$ cat src/rtl/scroll_shifter.sv
// Scrolling digit-message shifter: rotates or fill-shifts a multi-digit message one digit per prescaled enable tick.
// Latency: a step appears on out (with step/wrap pulses) one clk after the tick; load takes effect in one clk.
// Backpressure: none; en freezes the prescaler and message, and load overrides any pending tick.
//
// Ports:
//   clk, rst        system clock, asynchronous active-high reset
//   en              scroll enable (gates the prescaler)
//   dir             0 = shift right (toward digit 0), 1 = shift left
//   mode            0 = rotate, 1 = insert fill digit
//   fill            digit inserted in fill mode
//   load, load_data synchronous message load
//   out             low DIGITS digits of the message register
//   pos             net scroll offset, 0..MSG_DIGITS-1
//   step, wrap      registered one-cycle pulses after a step / when that step lands pos on 0
module scroll_shifter #(
  parameter int DIGIT_W    = 4,
  parameter int DIGITS     = 8,
  parameter int MSG_DIGITS = 24,
  parameter int DIV        = 1,
  parameter logic [MSG_DIGITS*DIGIT_W-1:0] INIT = 96'hffffffff20119127ffffffff
) (
  input  logic                              clk,
  input  logic                              rst,
  input  logic                              en,
  input  logic                              dir,
  input  logic                              mode,
  input  logic [DIGIT_W-1:0]                fill,
  input  logic                              load,
  input  logic [MSG_DIGITS*DIGIT_W-1:0]     load_data,
  output logic [DIGITS*DIGIT_W-1:0]         out,
  output logic [$clog2(MSG_DIGITS)-1:0]     pos,
  output logic                              step,
  output logic                              wrap
);

  localparam int MSG_W = MSG_DIGITS * DIGIT_W;
  localparam int POS_W = $clog2(MSG_DIGITS);
  localparam int CNT_W = (DIV > 1) ? $clog2(DIV) : 1;

  localparam logic [POS_W-1:0] POS_MAX = POS_W'(MSG_DIGITS - 1);
  localparam logic [CNT_W-1:0] CNT_MAX = CNT_W'(DIV - 1);

  logic [MSG_W-1:0]   r_msg;
  logic [CNT_W-1:0]   r_cnt;
  logic [POS_W-1:0]   r_pos;
  logic               r_step;
  logic               r_wrap;

  logic               w_tick;
  logic [DIGIT_W-1:0] w_in_right;
  logic [DIGIT_W-1:0] w_in_left;
  logic [MSG_W-1:0]   w_msg_nxt;
  logic [POS_W-1:0]   w_pos_nxt;

  // Prescaler terminal count; a disabled cycle never ticks.
  assign w_tick = en && (r_cnt == CNT_MAX);

  // Digit entering at the vacated end: the digit falling off the other end, or fill.
  assign w_in_right = mode ? fill : r_msg[DIGIT_W-1:0];
  assign w_in_left  = mode ? fill : r_msg[MSG_W-1 -: DIGIT_W];

  // Next message/offset for a step. dir/mode/fill only matter when w_tick commits these.
  always_comb begin
    w_msg_nxt = r_msg;
    w_pos_nxt = r_pos;
    if (!dir) begin
      w_msg_nxt = {w_in_right, r_msg[MSG_W-1:DIGIT_W]};
      w_pos_nxt = (r_pos == POS_MAX) ? '0 : r_pos + POS_W'(1);
    end else begin
      w_msg_nxt = {r_msg[MSG_W-DIGIT_W-1:0], w_in_left};
      w_pos_nxt = (r_pos == '0) ? POS_MAX : r_pos - POS_W'(1);
    end
  end

  always_ff @(posedge clk or posedge rst) begin
    if (rst) begin
      r_msg  <= INIT;
      r_cnt  <= '0;
      r_pos  <= '0;
      r_step <= 1'b0;
      r_wrap <= 1'b0;
    end else if (load) begin
      // Load wins over a coincident tick and restarts the prescaler.
      r_msg  <= load_data;
      r_cnt  <= '0;
      r_pos  <= '0;
      r_step <= 1'b0;
      r_wrap <= 1'b0;
    end else begin
      if (en) begin
        r_cnt <= w_tick ? '0 : r_cnt + CNT_W'(1);
      end
      if (w_tick) begin
        r_msg <= w_msg_nxt;
        r_pos <= w_pos_nxt;
      end
      // Pulses line up with the first cycle the shifted message is visible.
      r_step <= w_tick;
      r_wrap <= w_tick && (w_pos_nxt == '0);
    end
  end

  assign out  = r_msg[DIGITS*DIGIT_W-1:0];
  assign pos  = r_pos;
  assign step = r_step;
  assign wrap = r_wrap;

endmodule

$ cat config.mk
export PLATFORM = sky130hd
export DESIGN_NAME = scroll_shifter
export DESIGN_NICKNAME = d
export VERILOG_FILES = /design/src/rtl/scroll_shifter.sv
export SDC_FILE = /design/constraint.sdc
export NUM_CORES = 1
export LEC_CHECK = 0
export BUFFER_PORTS_ARGS = -buffer_cell sky130_fd_sc_hd__buf_2
export CAP_MARGIN = 20
export CORE_MARGIN = 2
export CORE_UTILIZATION = 55
export DETAILED_ROUTE_END_ITERATION = 10
export GPL_TIMING_DRIVEN = 0
export HOLD_SLACK_MARGIN = 0.15
export PLACE_DENSITY = 0.91
export SETUP_SLACK_MARGIN = 0.05
export SYNTH_ARGS = -nofsm -noshare
export SYNTH_HDL_FRONTEND = slang
export SYNTH_SLANG_ARGS = --single-unit
$ cat constraint.sdc
create_clock -name clk -period 4.6 [get_ports clk]
set_input_delay 0.92 -clock clk [delete_from_list [all_inputs] [get_ports clk]]
set_output_delay 0.92 -clock clk [all_outputs]
set_load 0.01 [all_outputs]
# After elaboration in Yosys (flattened, before gate mapping)
# Index checks and enable logic that the tools add are counted.
[word_totals] ff_bits=104 in_bits=106 output_inout_bits=39 wordCells=31
[op_classes] n_addsub=3 n_eq_ne=1 muxes=15 bitwise=1 reduce_logical=6
[ops] operator="96-bit two-way mux" count=3
[ops] operator="5-bit two-way mux" count=5
[ops] operator="5-bit zero test" count=2
[ops] operator="4-bit two-way mux" count=2
[ops] operator="5-bit by 1-bit adder with 5-bit output, second input constant" count=1
[ops] operator="5-bit equality test, second input constant" count=1
[ops] operator="1-bit two-way mux" count=5
[ops] operator="5-bit by 1-bit subtractor with 5-bit output, second input constant" count=1
[ops] operator="2-bit nonzero test" count=2
[ops] operator="1-bit logical AND" count=2
[ops] operator="1-bit adder, second input constant" count=1
[ops] operator="1-bit NOT" count=1

# Longest topological paths before layout
[logic_depth] depth_word=6 mapped_depth=7 ltp_nobuf=6

# Worst setup path after synthesis
# OpenSTA, ideal clock, no wires.
[synth_timing] path_kind="input port to flip-flop" from="input dir" to="register r_pos[4], in the netlist pos[4]" setup_ns=0.119 arrival_ns=1.778 required_time_ns=4.481 slack_ns=2.704 stages=6 n_path_buf=2 cell_sequence="buf_4 > buf_6 > nand3b_1 > a32oi_1 > o21ai_1 > o21a_1"
[synth_between] elab_chain_len=3
[synth_rtl] element="from (decl)" line="25" text="input logic dir,"
[synth_rtl] element="5-bit two-way mux" line="66" text="if (!dir) begin"
[synth_rtl] element="5-bit two-way mux" line="93" text="if (w_tick) begin"
[synth_rtl] element="5-bit two-way mux" line="82" text="end else if (load) begin"
[synth_rtl] element="to (signal assigned)" line="95" text="r_pos <= w_pos_nxt;"
[synth_rtl] element="to (decl)" line="45" text="logic [POS_W-1:0] r_pos;"
# No other way between the ends. The select of a mux whose other input is x is not followed.
# A chain may end at the register's enable or synchronous reset.

# Worst setup path in the final report
[layout_timing] from="register r_msg[28]" to="output out[28]"
[layout_rtl] element="from (decl)" line="43" text="logic [MSG_W-1:0] r_msg;"
[layout_rtl] element="from (signal assigned)" line="84" text="r_msg <= load_data;"
[layout_rtl] element="from (signal assigned)" line="94" text="r_msg <= w_msg_nxt;"
[layout_rtl] element="to (decl)" line="30" text="output logic [DIGITS*DIGIT_W-1:0] out,"
# No word-level cell between the ends.

==> flow_summary.ini <==
[timing]
setup_violations = 0
clock_skew_ns = 0.0111
max_slew_margin = 0.570
maxSlewViolCount = 0
tns_ns = 0
worst_slack_ns = 2.51
hold_viol = 0
holdWs_ns = 0.560
min_period_over_period = 0.454
rsz0062_at_grt = no
post-route-min-period_ns = 2.09
max_freq_ghz = 0.479
worst_pin_slew_ns = 0.645

[clock_tree]
path_clk_slew_ns = 0.07
cts_sinks = 104
clk_latency_ns = 0.35
cts_tree = built
root_buffer = clkbuf_16
cts-buffers-inserted = 9
post_cts_buffers = 0
cts_resized = 0
ctsHoldBuffers = 0
clockBufferDepth = 2
cts_max_level = 3

[final_layout]
diodes = 0
fin_cells = 1033
drive_above_1_share = 0.342
fin_util = 0.666
design_area_mm2 = 0.00754
area.growth.synth_to_final_pct = 19.5
final_common_cell = buf_2
nets = 993
final_cell_mix = 162 x buf_2, 102 x nand2_1, 101 x mux2i_1, 99 x o21ai_0, 97 x nor2_1

[critical_path]
r2r_start = pos[0]$_DFFE_PP0P_
r2r_setup_slack_ns = 2.94
worstRegToRegCells = 5
path_class = reg -> out
endpoint = out[28]
start_kind = register
critPathRequiredTime_ns = 3.68
crit_fanout = 4
crit-reg2reg-capture = pos[0]$_DFFE_PP0P_
cp-startpoint = r_msg[28]$_DFFE_PP1P_
worstPathArrival_ns = 1.17
end_kind = output port

[global_routing]
grt-ovfl-total = 0
antenna_found_initial = 0
grt_pass1_vias = 5557
grt_util_all_layers = 0.269
grt_pass1_wl_um = 27100
grt_max_degree = 55

[power_and_ir_drop]
seqPwrFrac = 0.459
cell_internal_pwr_mw = 1.78
power.total_mw = 2.52
power_frac_clock = 0.331
p_sw_frac = 0.293
switching_power_uw = 738
p_per_area_mw_per_mm2 = 334
p_comb_frac = 0.210
leakagePower_nw = 3.59
vdd_drop_max_mv = 0.175

[synth]
synth.distinct_cells = 42
syn_inst = 732
synthesis.area_mm2 = 0.00631
synth_edf_count = 0
ys_top_cells_by_area = dfstp_2 31%, mux2i_1 16%, dfrtp_1 12%
synth.avg_cell_area_um2 = 8.63
yosysWarnings = 0
ys_ff_latch = 104
seq_area_frac_synth = 0.427
yosysTopAreaCellShare = 0.308
async_reset_ff_frac = 1.00
synth_nets = 840
yosysTopAreaCell = dfstp_2
synthFlopType = dfstp_2

[min_path]
min_path_type = reg -> reg

[routing]
drt_iter0_drc = 499
routed_wl_um = 16700
drc = 0
vias = 5878
dr.pass1.iters = 5
via_per_inst = 5.69
routedWlPerCell_um = 16.2
ant_nets = 0

[floorplan]
die_height_um = 111
coreArea_mm2 = 0.0113
pin_count = 145
dieArea_mm2 = 0.0124
start_util = 0.558
die_x_um = 111
rows = 39

[flow_run]
max_cap_viol_count = 0

[placement]
postPlaceCellArea_mm2 = 0.00723
placed_cells = 1017
post-place-ws_ns = 2.29
io_buffers = 141
dp_hpwl_um = 11700
routabilityCongestion = 0.945

[status]
status = completed
## state kept, by name, summed over array words and instances (netlist names)
name   cells
step       1
r_cnt      1
wrap       1
pos        5
r_msg     96
## worst min-delay path by stage
stage	startpoint	to	slack [ns]	cells past startpoint
2_1_floorplan	r_cnt$_DFFE_PP0P_	r_cnt$_DFFE_PP0P_	0.53	1
3_3_place_gp	r_cnt$_DFFE_PP0P_	r_cnt$_DFFE_PP0P_	0.54	1
3_5_place_dp	r_msg[85]$_DFFE_PP1P_	r_msg[85]$_DFFE_PP1P_	0.55	2
4_1_cts	r_cnt$_DFFE_PP0P_	r_cnt$_DFFE_PP0P_	0.56	1
5_1_grt	r_msg[67]$_DFFE_PP1P_	r_msg[67]$_DFFE_PP1P_	0.59	2
6_report	r_msg[32]$_DFFE_PP1P_	r_msg[32]$_DFFE_PP1P_	0.56	2
## routing by layer
metal	GRT usage	share of wire	vias to the layer above
met1	0.364	0.43	2772
li1	-	-	2802
met2	0.448	0.48	268
met3	0.0394	0.072	36
met4	0.0872	0.023	0
met5	0	0	-
## Yosys cell counts (2+ instances only)
cell type	count
buf_4	41
buf_1	3
mux2i_1	101
a21oi_1	94
buf_2	21
ha_1	2
nor2_1	97
inv_1	4
o21ai_1	4
xor2_1	2
nand3b_1	2
nand2b_1	3
dfstp_2	74
buf_6	4
nand2_1	102
a211oi_1	5
o21ai_0	99
dfrtp_1	30
clkbuf_1	21
## worst max-delay path: stages (launching register included)
cell and delay, ns:
dfstp_2 0.59, buf_4 0.12, buf_2 0.11
## power by group through the flow
stage | sequential (mW) | clock [mW] | combinational [mW]
6_report | 1.16 | 0.835 | 0.528
5_1_grt | 1.17 | 0.872 | 0.589
4_1_cts | 1.15 | 0.835 | 0.527
3_5_place_dp | 1.17 | 0 | 0.521
3_3_place_gp | 1.16 | 0 | 0.501
2_1_floorplan | 1.13 | 0 | 0.372
## cell families after synthesis
group	count (synthesis)	synth area share
compound gates	214	0.181
simple gates	212	0.134
flops	104	0.427
mux	101	0.160
buf+inv	96	0.0905
xor+xnor	3	0.00416
fa+ha+maj	2	0.00396
## layout make-up
| type | instances | area (um^2) |
|---|---|---|
| fillers | 919 | 3780 |
| multi-input cells | 532 | 3050 |
| flip-flops and latches | 104 | 2700 |
| repair buffers | 142 | 733 |
| plain buffers | 91 | 553 |
| clock buffers | 11 | 233 |
| well taps | 143 | 179 |
| clock inverters | 5 | 82.6 |
| inverters | 5 | 21.3 |
Note: power is estimated with default switching activity, not from simulation.
